## config.mk

```make
export PLATFORM = sky130hd
export DESIGN_NAME = writeback_unit
export DESIGN_NICKNAME = d
export VERILOG_FILES = /design/src/rtl/wb_pkg.sv /design/src/rtl/wb_fifo.sv /design/src/rtl/writeback_unit.sv
export SDC_FILE = /design/constraint.sdc
export NUM_CORES = 1
export LEC_CHECK = 0
export CAP_MARGIN = 10
export CORE_ASPECT_RATIO = 1.25
export CORE_MARGIN = 4
export CORE_UTILIZATION = 50
export CTS_BUF_LIST = sky130_fd_sc_hd__clkbuf_8 sky130_fd_sc_hd__clkbuf_16
export DETAILED_ROUTE_END_ITERATION = 10
export PLACE_DENSITY = 0.87
export SLEW_MARGIN = 0
export SYNTH_ARGS = -nofsm -noshare
export SYNTH_HDL_FRONTEND = slang
export SYNTH_SLANG_ARGS = --single-unit
```

## constraint.sdc

```tcl
create_clock -name clk -period 9.9 [get_ports clk]
set_clock_uncertainty 0.15 [all_clocks]
set_input_delay 1.98 -clock clk [delete_from_list [all_inputs] [get_ports clk]]
set_output_delay 1.98 -clock clk [all_outputs]
set_load 0.01 [all_outputs]
```

## src/rtl/wb_pkg.sv

```systemverilog
// Shared types and sizes for the write-back stage.
// Latency: n/a (types and constants only).
// Backpressure: n/a.
// Contents: wb_entry_t (one pending register-file write), pointer/count widths,
//           and the scalar lane-masking helper used on the write path.
package wb_pkg;

   localparam int REG_SIZE    = 16;
   localparam int VECTOR_SIZE = 4;
   localparam int SEL_BITS    = 2;
   localparam int FIFO_DEPTH  = 4;   // power of two, >= 2

   localparam int DATA_W   = REG_SIZE * VECTOR_SIZE;
   localparam int WB_PTR_W = $clog2(FIFO_DEPTH);
   localparam int WB_CNT_W = WB_PTR_W + 1;   // must hold FIFO_DEPTH itself

   typedef struct packed {
      logic                isScalar;
      logic [SEL_BITS-1:0] dest;
      logic [DATA_W-1:0]   data;
   } wb_entry_t;

   // Scalar writes keep lane 0 (the low REG_SIZE bits) and zero the rest;
   // vector writes pass every lane through.
   function automatic logic [DATA_W-1:0] lane_mask(input wb_entry_t e);
      logic [DATA_W-1:0] r;
      r = e.data;
      if (e.isScalar) begin
         r = {{(DATA_W-REG_SIZE){1'b0}}, e.data[REG_SIZE-1:0]};
      end
      return r;
   endfunction

endpackage

```

## src/rtl/wb_fifo.sv

```systemverilog
// In-order buffer for ALU results waiting for a free register-file write slot.
// Latency: a pushed entry becomes the head one cycle after the push edge (head is read combinationally).
// Backpressure: none internally; the caller must not push when count_o == FIFO_DEPTH or pop when empty.
// Ports: clk, reset (async, active-high), push_i/entry_i (tail write),
//        pop_i (advance head), head_o (oldest entry), count_o (occupancy).
module wb_fifo
   import wb_pkg::*;
(
   input  logic                clk,
   input  logic                reset,
   input  logic                push_i,
   input  wb_entry_t           entry_i,
   input  logic                pop_i,
   output wb_entry_t           head_o,
   output logic [WB_CNT_W-1:0] count_o
);

   wb_entry_t             mem_q [FIFO_DEPTH];
   logic [WB_PTR_W-1:0]   rd_ptr_q, rd_ptr_d;
   logic [WB_PTR_W-1:0]   wr_ptr_q, wr_ptr_d;
   logic [WB_CNT_W-1:0]   count_q,  count_d;

   // Pointers wrap naturally because the depth is a power of two; full vs
   // empty is decided by the count, never by pointer equality.
   always_comb begin
      rd_ptr_d = rd_ptr_q;
      wr_ptr_d = wr_ptr_q;
      count_d  = count_q;
      if (push_i) wr_ptr_d = wr_ptr_q + 1'b1;
      if (pop_i)  rd_ptr_d = rd_ptr_q + 1'b1;
      case ({push_i, pop_i})
         2'b10:   count_d = count_q + 1'b1;
         2'b01:   count_d = count_q - 1'b1;
         default: count_d = count_q;   // idle, or push+pop leaves occupancy unchanged
      endcase
   end

   always_ff @(posedge clk or posedge reset) begin
      if (reset) begin
         rd_ptr_q <= '0;
         wr_ptr_q <= '0;
         count_q  <= '0;
      end else begin
         rd_ptr_q <= rd_ptr_d;
         wr_ptr_q <= wr_ptr_d;
         count_q  <= count_d;
      end
   end

   // Storage needs no reset: entries are only visible through the count.
   always_ff @(posedge clk) begin
      if (push_i) mem_q[wr_ptr_q] <= entry_i;
   end

   assign head_o  = mem_q[rd_ptr_q];
   assign count_o = count_q;

endmodule

```

## src/rtl/writeback_unit.sv

```systemverilog
// Write-back stage: merges memory and ALU results into one register-file write per cycle.
// Latency: 1 cycle for memory and bypassed ALU results; buffered ALU results add their FIFO wait.
// Backpressure: memory is never stalled; ALU is throttled by aluReady (low while the buffer is full).
// Ports: clk/reset; ALU producer (aluValid/aluReady/aluIsScalar/aluDest/aluData);
//        memory producer (memValid/memIsScalar/memDest/memData);
//        register-file write port (regWrEnSc/regWrEnVec/regToWrite/dataIn); pendingCount.
module writeback_unit
   import wb_pkg::*;
#(
   parameter int regSize    = REG_SIZE,
   parameter int vectorSize = VECTOR_SIZE,
   parameter int selBits    = SEL_BITS,
   parameter int fifoDepth  = FIFO_DEPTH
)(
   input  logic                            clk,
   input  logic                            reset,
   input  logic                            aluValid,
   output logic                            aluReady,
   input  logic                            aluIsScalar,
   input  logic [selBits-1:0]              aluDest,
   input  logic [vectorSize*regSize-1:0]   aluData,
   input  logic                            memValid,
   input  logic                            memIsScalar,
   input  logic [selBits-1:0]              memDest,
   input  logic [vectorSize*regSize-1:0]   memData,
   output logic                            regWrEnSc,
   output logic                            regWrEnVec,
   output logic [selBits-1:0]              regToWrite,
   output logic [vectorSize*regSize-1:0]   dataIn,
   output logic [$clog2(fifoDepth):0]      pendingCount
);

   wb_entry_t             alu_e, mem_e, head_e, sel_e;
   logic [WB_CNT_W-1:0]   count;
   logic                  alu_acc, fifo_empty, push, pop, wr;

   logic                  wr_sc_q,  wr_sc_d;
   logic                  wr_vec_q, wr_vec_d;
   logic [SEL_BITS-1:0]   dest_q,   dest_d;
   logic [DATA_W-1:0]     data_q,   data_d;

   assign alu_e = '{isScalar: aluIsScalar, dest: aluDest, data: aluData};
   assign mem_e = '{isScalar: memIsScalar, dest: memDest, data: memData};

   // Ready looks only at the registered count, so a same-cycle pop does not
   // open a slot; this keeps aluReady free of any path from memValid.
   assign aluReady   = (count != WB_CNT_W'(fifoDepth));
   assign alu_acc    = aluValid && aluReady;
   assign fifo_empty = (count == '0);

   // Priority: memory, then oldest buffered ALU result, then bypass. Any
   // accepted ALU result that is not bypassed goes to the tail, which keeps
   // ALU writes in acceptance order.
   always_comb begin
      sel_e = '0;
      wr    = 1'b0;
      pop   = 1'b0;
      push  = 1'b0;
      if (memValid) begin
         sel_e = mem_e;
         wr    = 1'b1;
         push  = alu_acc;
      end else if (!fifo_empty) begin
         sel_e = head_e;
         wr    = 1'b1;
         pop   = 1'b1;
         push  = alu_acc;
      end else if (alu_acc) begin
         sel_e = alu_e;
         wr    = 1'b1;
      end
   end

   wb_fifo u_fifo (
      .clk     (clk),
      .reset   (reset),
      .push_i  (push),
      .entry_i (alu_e),
      .pop_i   (pop),
      .head_o  (head_e),
      .count_o (count)
   );

   // sel_e is all-zero on a no-write cycle, so dest and data fall to 0 there.
   always_comb begin
      wr_sc_d  = wr &  sel_e.isScalar;
      wr_vec_d = wr & ~sel_e.isScalar;
      dest_d   = sel_e.dest;
      data_d   = lane_mask(sel_e);
   end

   always_ff @(posedge clk or posedge reset) begin
      if (reset) begin
         wr_sc_q  <= 1'b0;
         wr_vec_q <= 1'b0;
         dest_q   <= '0;
         data_q   <= '0;
      end else begin
         wr_sc_q  <= wr_sc_d;
         wr_vec_q <= wr_vec_d;
         dest_q   <= dest_d;
         data_q   <= data_d;
      end
   end

   assign regWrEnSc    = wr_sc_q;
   assign regWrEnVec   = wr_vec_q;
   assign regToWrite   = dest_q;
   assign dataIn       = data_q;
   assign pendingCount = count;

endmodule
```

==> metrics.txt, run 1 <==
Final min period 4.49 ns; layout cells sized above 1 19.9%; Arrival @ worst endpoint 4.72 ns; DRC Markers 0; # resized after CTS 0; number of setup buffers added after CTS 0; async set-or-reset flop fraction in the synthesized netlist 21.9%; 1st-iter DRT viols 634; ys flop type edfxtp_1; post-synthesis instance area 13600 sq um; Seq/Total Area, Yosys 72.7%; maximum VDD drop 169 uV; Final Worst Setup Slack 5.41 ns; CP endpoint kind flop; average vias per placed instance 6.07; Critical Path RT 10.14 ns; most frequent cell after synthesis edfxtp_1; Synth area leaders edfxtp_1 (59%), dfrtp_1 (14%), mux4_2 (11%), a211oi_2 (4.4%), a32oi_1 (3.1%); final hold violation count 0; CTS Root Cell clkbuf_16; CTS sink cnt 343; CTS Buffer Depth 3; DP Cell Count 1210; crit path kind in -> reg; register clock-pin slew on the reported worst setup and hold paths 0.07 ns; Fill cells 1801; core area 26800 sq um; Rel. slew slack 30.5%; leakage power 5.75 nW; Pre-antenna DRT Iters 5; drt total wl 30.8 mm; Tightest Pin Transition 1.04 ns; Ys Warns 0; CTS tree done; Synth top area share 59.0%; Setup WS pre-CTS 4.90 ns; number of global-route vias before repair 8062; die outline width 156 um; Skew-Pair Late Insertion Delay 0.54 ns; R2R cell count 4; remaining antenna violation count 0; largest net degree at the start of global routing 76; Placer Congestion 0.732; routed len/inst 24.3 um; Hold Crit Depth 1; Total GRT Usage 20.2%; Max Slew Vio Count 0; H-tree depth 1; Startpoint Class input pin; Max-cap violations 0; DP Wirelength 18.0 mm; top cells by count, synth edfxtp_1 (268), dfrtp_1 (75), mux4_2 (67); Critical Path Fanout Max 72; Tcrit/Tclk final 45.3%; Area growth syn-to-layout 24.4%; syn_nets 855; outcome completed; Mapped Cells 711; Initial Util 50.9%; area leader, netlist edfxtp_1; CTS buffer count 30; final hold slack 0.407 ns; Setup TNS Final 0 ns; Setup violations, final 0; Pwr Density 274 nW/um^2; HP Class reg -> reg; Hold-fix buffers, CTS 0; # IOs 210; Syn Area/Cell 19.2 sq um; Die ar. 30000 sq um; total power draw 4.64 mW; global-route wire length before repair 46.9 mm; Synth cell types 31; RSZ-0062 raised after global routing no; Final #Nets 1041; DR vias 7697; number of synthesized flops with an enable pin 268; fin cells 1267; row count 67; Peak Freq 223 MHz; synthesis-stage register bit count 343; die span in y 193 um; r2r setup slk 6.79 ns; Buffers on Ports 209; total gr overflow 0; initial antenna violation count 1
where the power goes:
| group | internal, mW | switching [mW] |
|---|---|---|
| clock | 0.685 | 0.487 |
| sequential | 1.93 | 0.202 |
| combinational | 0.690 | 0.651 |
| total | 3.30 | 1.34 |
per-stage QoR:
step / utilization (%) / instance area, sq um
final: 63.3 / 17000
after global routing: 63.3 / 17000
after CTS: 63.3 / 17000
after detailed placement: 59.5 / 16000
after global placement: 59.5 / 16000
after floorplan: - / 13600
flip-flops by register name, summed over array words and instances, names as in the netlist:
| name | cells |
|---|---|
| u_fifo.rd_ptr_q | 2 |
| u_fifo.count_o | 3 |
| dataIn | 64 |
| regWrEnSc | 1 |
| regWrEnVec | 1 |
| u_fifo.wr_ptr_q | 2 |
| u_fifo.mem_q | 268 |
| regToWrite | 2 |
worst max-delay path, cell delays in order:
cell	delay, ns
buf_2	0.10
buf_4	0.35
inv_2	0.62
buf_4	0.55
and3_4	0.89
a211oi_2	0.11
cell families after synthesis:
group,count (synthesis),share of synthesized area [%]
muxes,69,11.2
xor gates and xnor gates,6,0.385
buffers and inverters,72,2.58
adders and majority gates,6,0.605
and+or+nand+nor,81,2.89
AOI/OAI and AO/OA,134,9.61
DFF,343,72.7
per-layer routing:
| layer | vias to the layer above | share of wire, % | routed length, um | GRT usage, % |
|---|---|---|---|---|
| li1 | 3326 | - | - | - |
| met1 | 3966 | 37 | 11500 | 26.4 |
| met2 | 333 | 52 | 16100 | 34.9 |
| met3 | 72 | 6.5 | 2010 | 2.58 |
| met4 | 0 | 3.8 | 1180 | 7.44 |
| met5 | - | 0 | 0 | 0 |
area by class of cell:
cell class	instances	area (sq um)	area share [%]
Timing Repair Buffer	218	2150	12.7
Antenna cell	1	2.50	0.0147
Multi-Input combinational cell	296	3410	20.1
Clock buffer	33	803	4.73
Inverter	8	31.3	0.184
Tap cell	345	432	2.54
Sequential cell	343	9930	58.5
Clock inverter	23	205	1.21
layout by cell type, fill, tap and decap left out, types with 4 or more instances in the layout:
master / count
dfrtp_1: 73
edfxtp_1: 268
and2_4: 4
inv_1: 12
a32oi_1: 48
clkdlybuf4s50_1: 208
clkbuf_16: 31
bufinv_16: 4
a31oi_1: 18
a211oi_2: 48
nand3_1: 49
a2bb2oi_1: 18
ha_1: 5
mux4_2: 67
clkinv_2: 6
clkinv_1: 7
nand2_1: 18
buf_4: 9
worst paths after layout:
kind                               startpoint                   to
setup / recovery                     memValid           dataIn[40]
hold / removal             u_fifo.wr_ptr_q[1]   u_fifo.wr_ptr_q[1]
setup reg to reg            u_fifo.count_o[0]  u_fifo.mem_q[0][27]
hold reg to reg            u_fifo.wr_ptr_q[1]   u_fifo.wr_ptr_q[1]
max in group asynchronous               reset   u_fifo.rd_ptr_q[1]
min in group asynchronous               reset           dataIn[54]
No activity file was read; power rests on OpenSTA's default activity.
==> inputs of run 2 (changes only) <==
==> constraint.sdc (replaced) <==
create_clock -name clk -period 4.6 [get_ports clk]
set_clock_uncertainty 0.15 [all_clocks]
set_input_delay 0.92 -clock clk [delete_from_list [all_inputs] [get_ports clk]]
set_output_delay 0.92 -clock clk [all_outputs]
set_load 0.01 [all_outputs]
==> run 2 against run 1 <==
Net effect:
- clock power grew 120%
- hold slack gained 0.017 ns
- critical path depth shrank 2
- sequential power grew 110%
- critical path type is now reg -> reg
==> metrics.txt, run 2 (same netlist as run 1, synthesis figures left out) <==
outcome completed (unchanged); Hold-fix buffers, CTS 0 (unchanged); final hold violation count 0 (unchanged); Critical Path RT 4.84 ns (was 10.14 ns); CTS sink cnt 343 (unchanged); Placer Congestion 0.737 (was 0.732); Rel. slew slack 34.1% (was 30.5%); H-tree depth 1 (unchanged); row count 67 (unchanged); leakage power 5.80 nW (was 5.75 nW); Tcrit/Tclk final 67.6%; number of global-route vias before repair 8428 (was 8062); Final Worst Setup Slack 1.49 ns (was 5.41 ns); Pre-antenna DRT Iters 5 (unchanged); Setup TNS Final 0 ns (unchanged); DP Cell Count 1217 (was 1210); Die ar. 30000 sq um (unchanged); HP Class reg -> reg (unchanged); CTS tree done (unchanged); Startpoint Class flop (was input pin); DRC Markers 0 (unchanged); average vias per placed instance 6.18 (was 6.07); CTS Buffer Depth 3 (unchanged); largest net degree at the start of global routing 68 (was 76); CTS Root Cell clkbuf_16 (unchanged); Tightest Pin Transition 0.988 ns (was 1.04 ns); remaining antenna violation count 0 (unchanged); Arrival @ worst endpoint 3.34 ns (was 4.72 ns); CTS buffer count 31 (was 30); routed len/inst 25.7 um (was 24.3 um); register with the most flip-flops u_fifo.mem_q (unchanged); die span in y 193 um (unchanged); Max Slew Vio Count 0 (unchanged); initial antenna violation count 5 (was 1); commonest non-fill, non-tap cell in the layout edfxtp_1 (unchanged); Max-cap violations 0 (unchanged); register clock-pin slew on the reported worst setup and hold paths 0.06 ns (was 0.07 ns); Setup WS pre-CTS 1.24 ns (was 4.90 ns); DP Wirelength 20.0 mm (was 18.0 mm); CP endpoint kind flop (unchanged); storage element area 9930 sq um (unchanged); Setup violations, final 0 (unchanged); Final min period 3.11 ns; drt total wl 32.9 mm (was 30.8 mm); Fill cells 1772 (was 1801); Total GRT Usage 21.7% (was 20.2%); Pwr Density 593 nW/um^2 (was 274 nW/um^2); total gr overflow 0 (unchanged); Area growth syn-to-layout 25.4% (was 24.4%); 1st-iter DRT viols 636 (was 634); number of setup buffers added after CTS 0 (unchanged); Initial Util 50.9% (unchanged); maximum VDD drop 446 uV (was 169 uV); fin cells 1279 (was 1267); core area 26800 sq um (unchanged); crit path kind reg -> reg (was in -> reg); # resized after CTS 0 (unchanged); total power draw 10.1 mW (was 4.64 mW); leading cell types in the layout, fill and taps excluded edfxtp_1 (268), clkdlybuf4s50_1 (208), dfrtp_1 (73), mux4_2 (67), nand3_1 (49) (unchanged); RSZ-0062 raised after global routing no (unchanged); Peak Freq 322 MHz; multi-input combinational cell area 3410 sq um (unchanged); Buffers on Ports 209 (unchanged); Largest register FFs 268 (unchanged); Critical Path Fanout Max 50 (was 72); global-route wire length before repair 49.9 mm (was 46.9 mm); die outline width 156 um (unchanged); DR vias 7904 (was 7697); layout cells sized above 1 21.2% (was 19.9%); # IOs 210 (unchanged); Final #Nets 1049 (was 1041); Skew-Pair Late Insertion Delay 0.55 ns (was 0.54 ns)
run 2: cell type report:
| class | instances | share of cell area (%) |
|---|---|---|
| sequential | 343 | 58.1 |
| multi-input combinational | 296 | 19.9 |
| timing repair buffer | 225 | 13.2 |
| clock buffer | 33 | 4.70 |
| tap | 345 | 2.52 |
| clock inverter | 24 | 1.33 |
| inverter | 8 | 0.183 |
| antenna | 5 | 0.0731 |
run 2: worst max-delay path, stage by stage (launching register included):
cell and delay [ns]:
dfrtp_1 0.48, or3_2 0.59, buf_4 0.57, and3_4 0.92, nor3_1 0.15
run 2: routing by layer:
layer | up-vias | track usage [%] | routed length (um)
met2 | 399 | 38.9 | 18000
li1 | 3336 | - | -
met3 | 60 | 2.49 | 2250
met4 | 0 | 8.49 | 1060
met1 | 4109 | 27.1 | 11500
met5 | - | 0 | 0
run 2: worst paths after layout:
kind,endpoint,slack [ns],start,cells after the start
max,regWrEnVec,1.49,u_fifo.count_o[0],4
min,u_fifo.wr_ptr_q[1],0.42,u_fifo.wr_ptr_q[1],1
min in group asynchronous,u_fifo.rd_ptr_q[0],0.57,reset,2
max in group asynchronous,dataIn[10],2.98,reset,3
min reg2reg,u_fifo.wr_ptr_q[1],0.42,u_fifo.wr_ptr_q[1],1
max reg2reg,regWrEnVec,1.49,u_fifo.count_o[0],4
run 2: where the power goes:
part / leakage, nW / switching [mW] / total (mW) / internal (mW)
registers: 3.38 / 0.344 / 4.49 / 4.14
clock network: 0.520 / 1.09 / 2.57 / 1.48
logic: 1.90 / 1.56 / 3.09 / 1.53
run 2: per-stage QoR:
step	instance area, sq um	hold WS, ns	utilization, %
2_1_floorplan	13600	0.362	-
3_3_place_gp	16100	0.386	59.9
3_5_place_dp	16100	0.411	59.9
4_1_cts	17100	0.425	63.7
5_1_grt	17100	0.481	63.8
6_report	17100	0.424	63.8
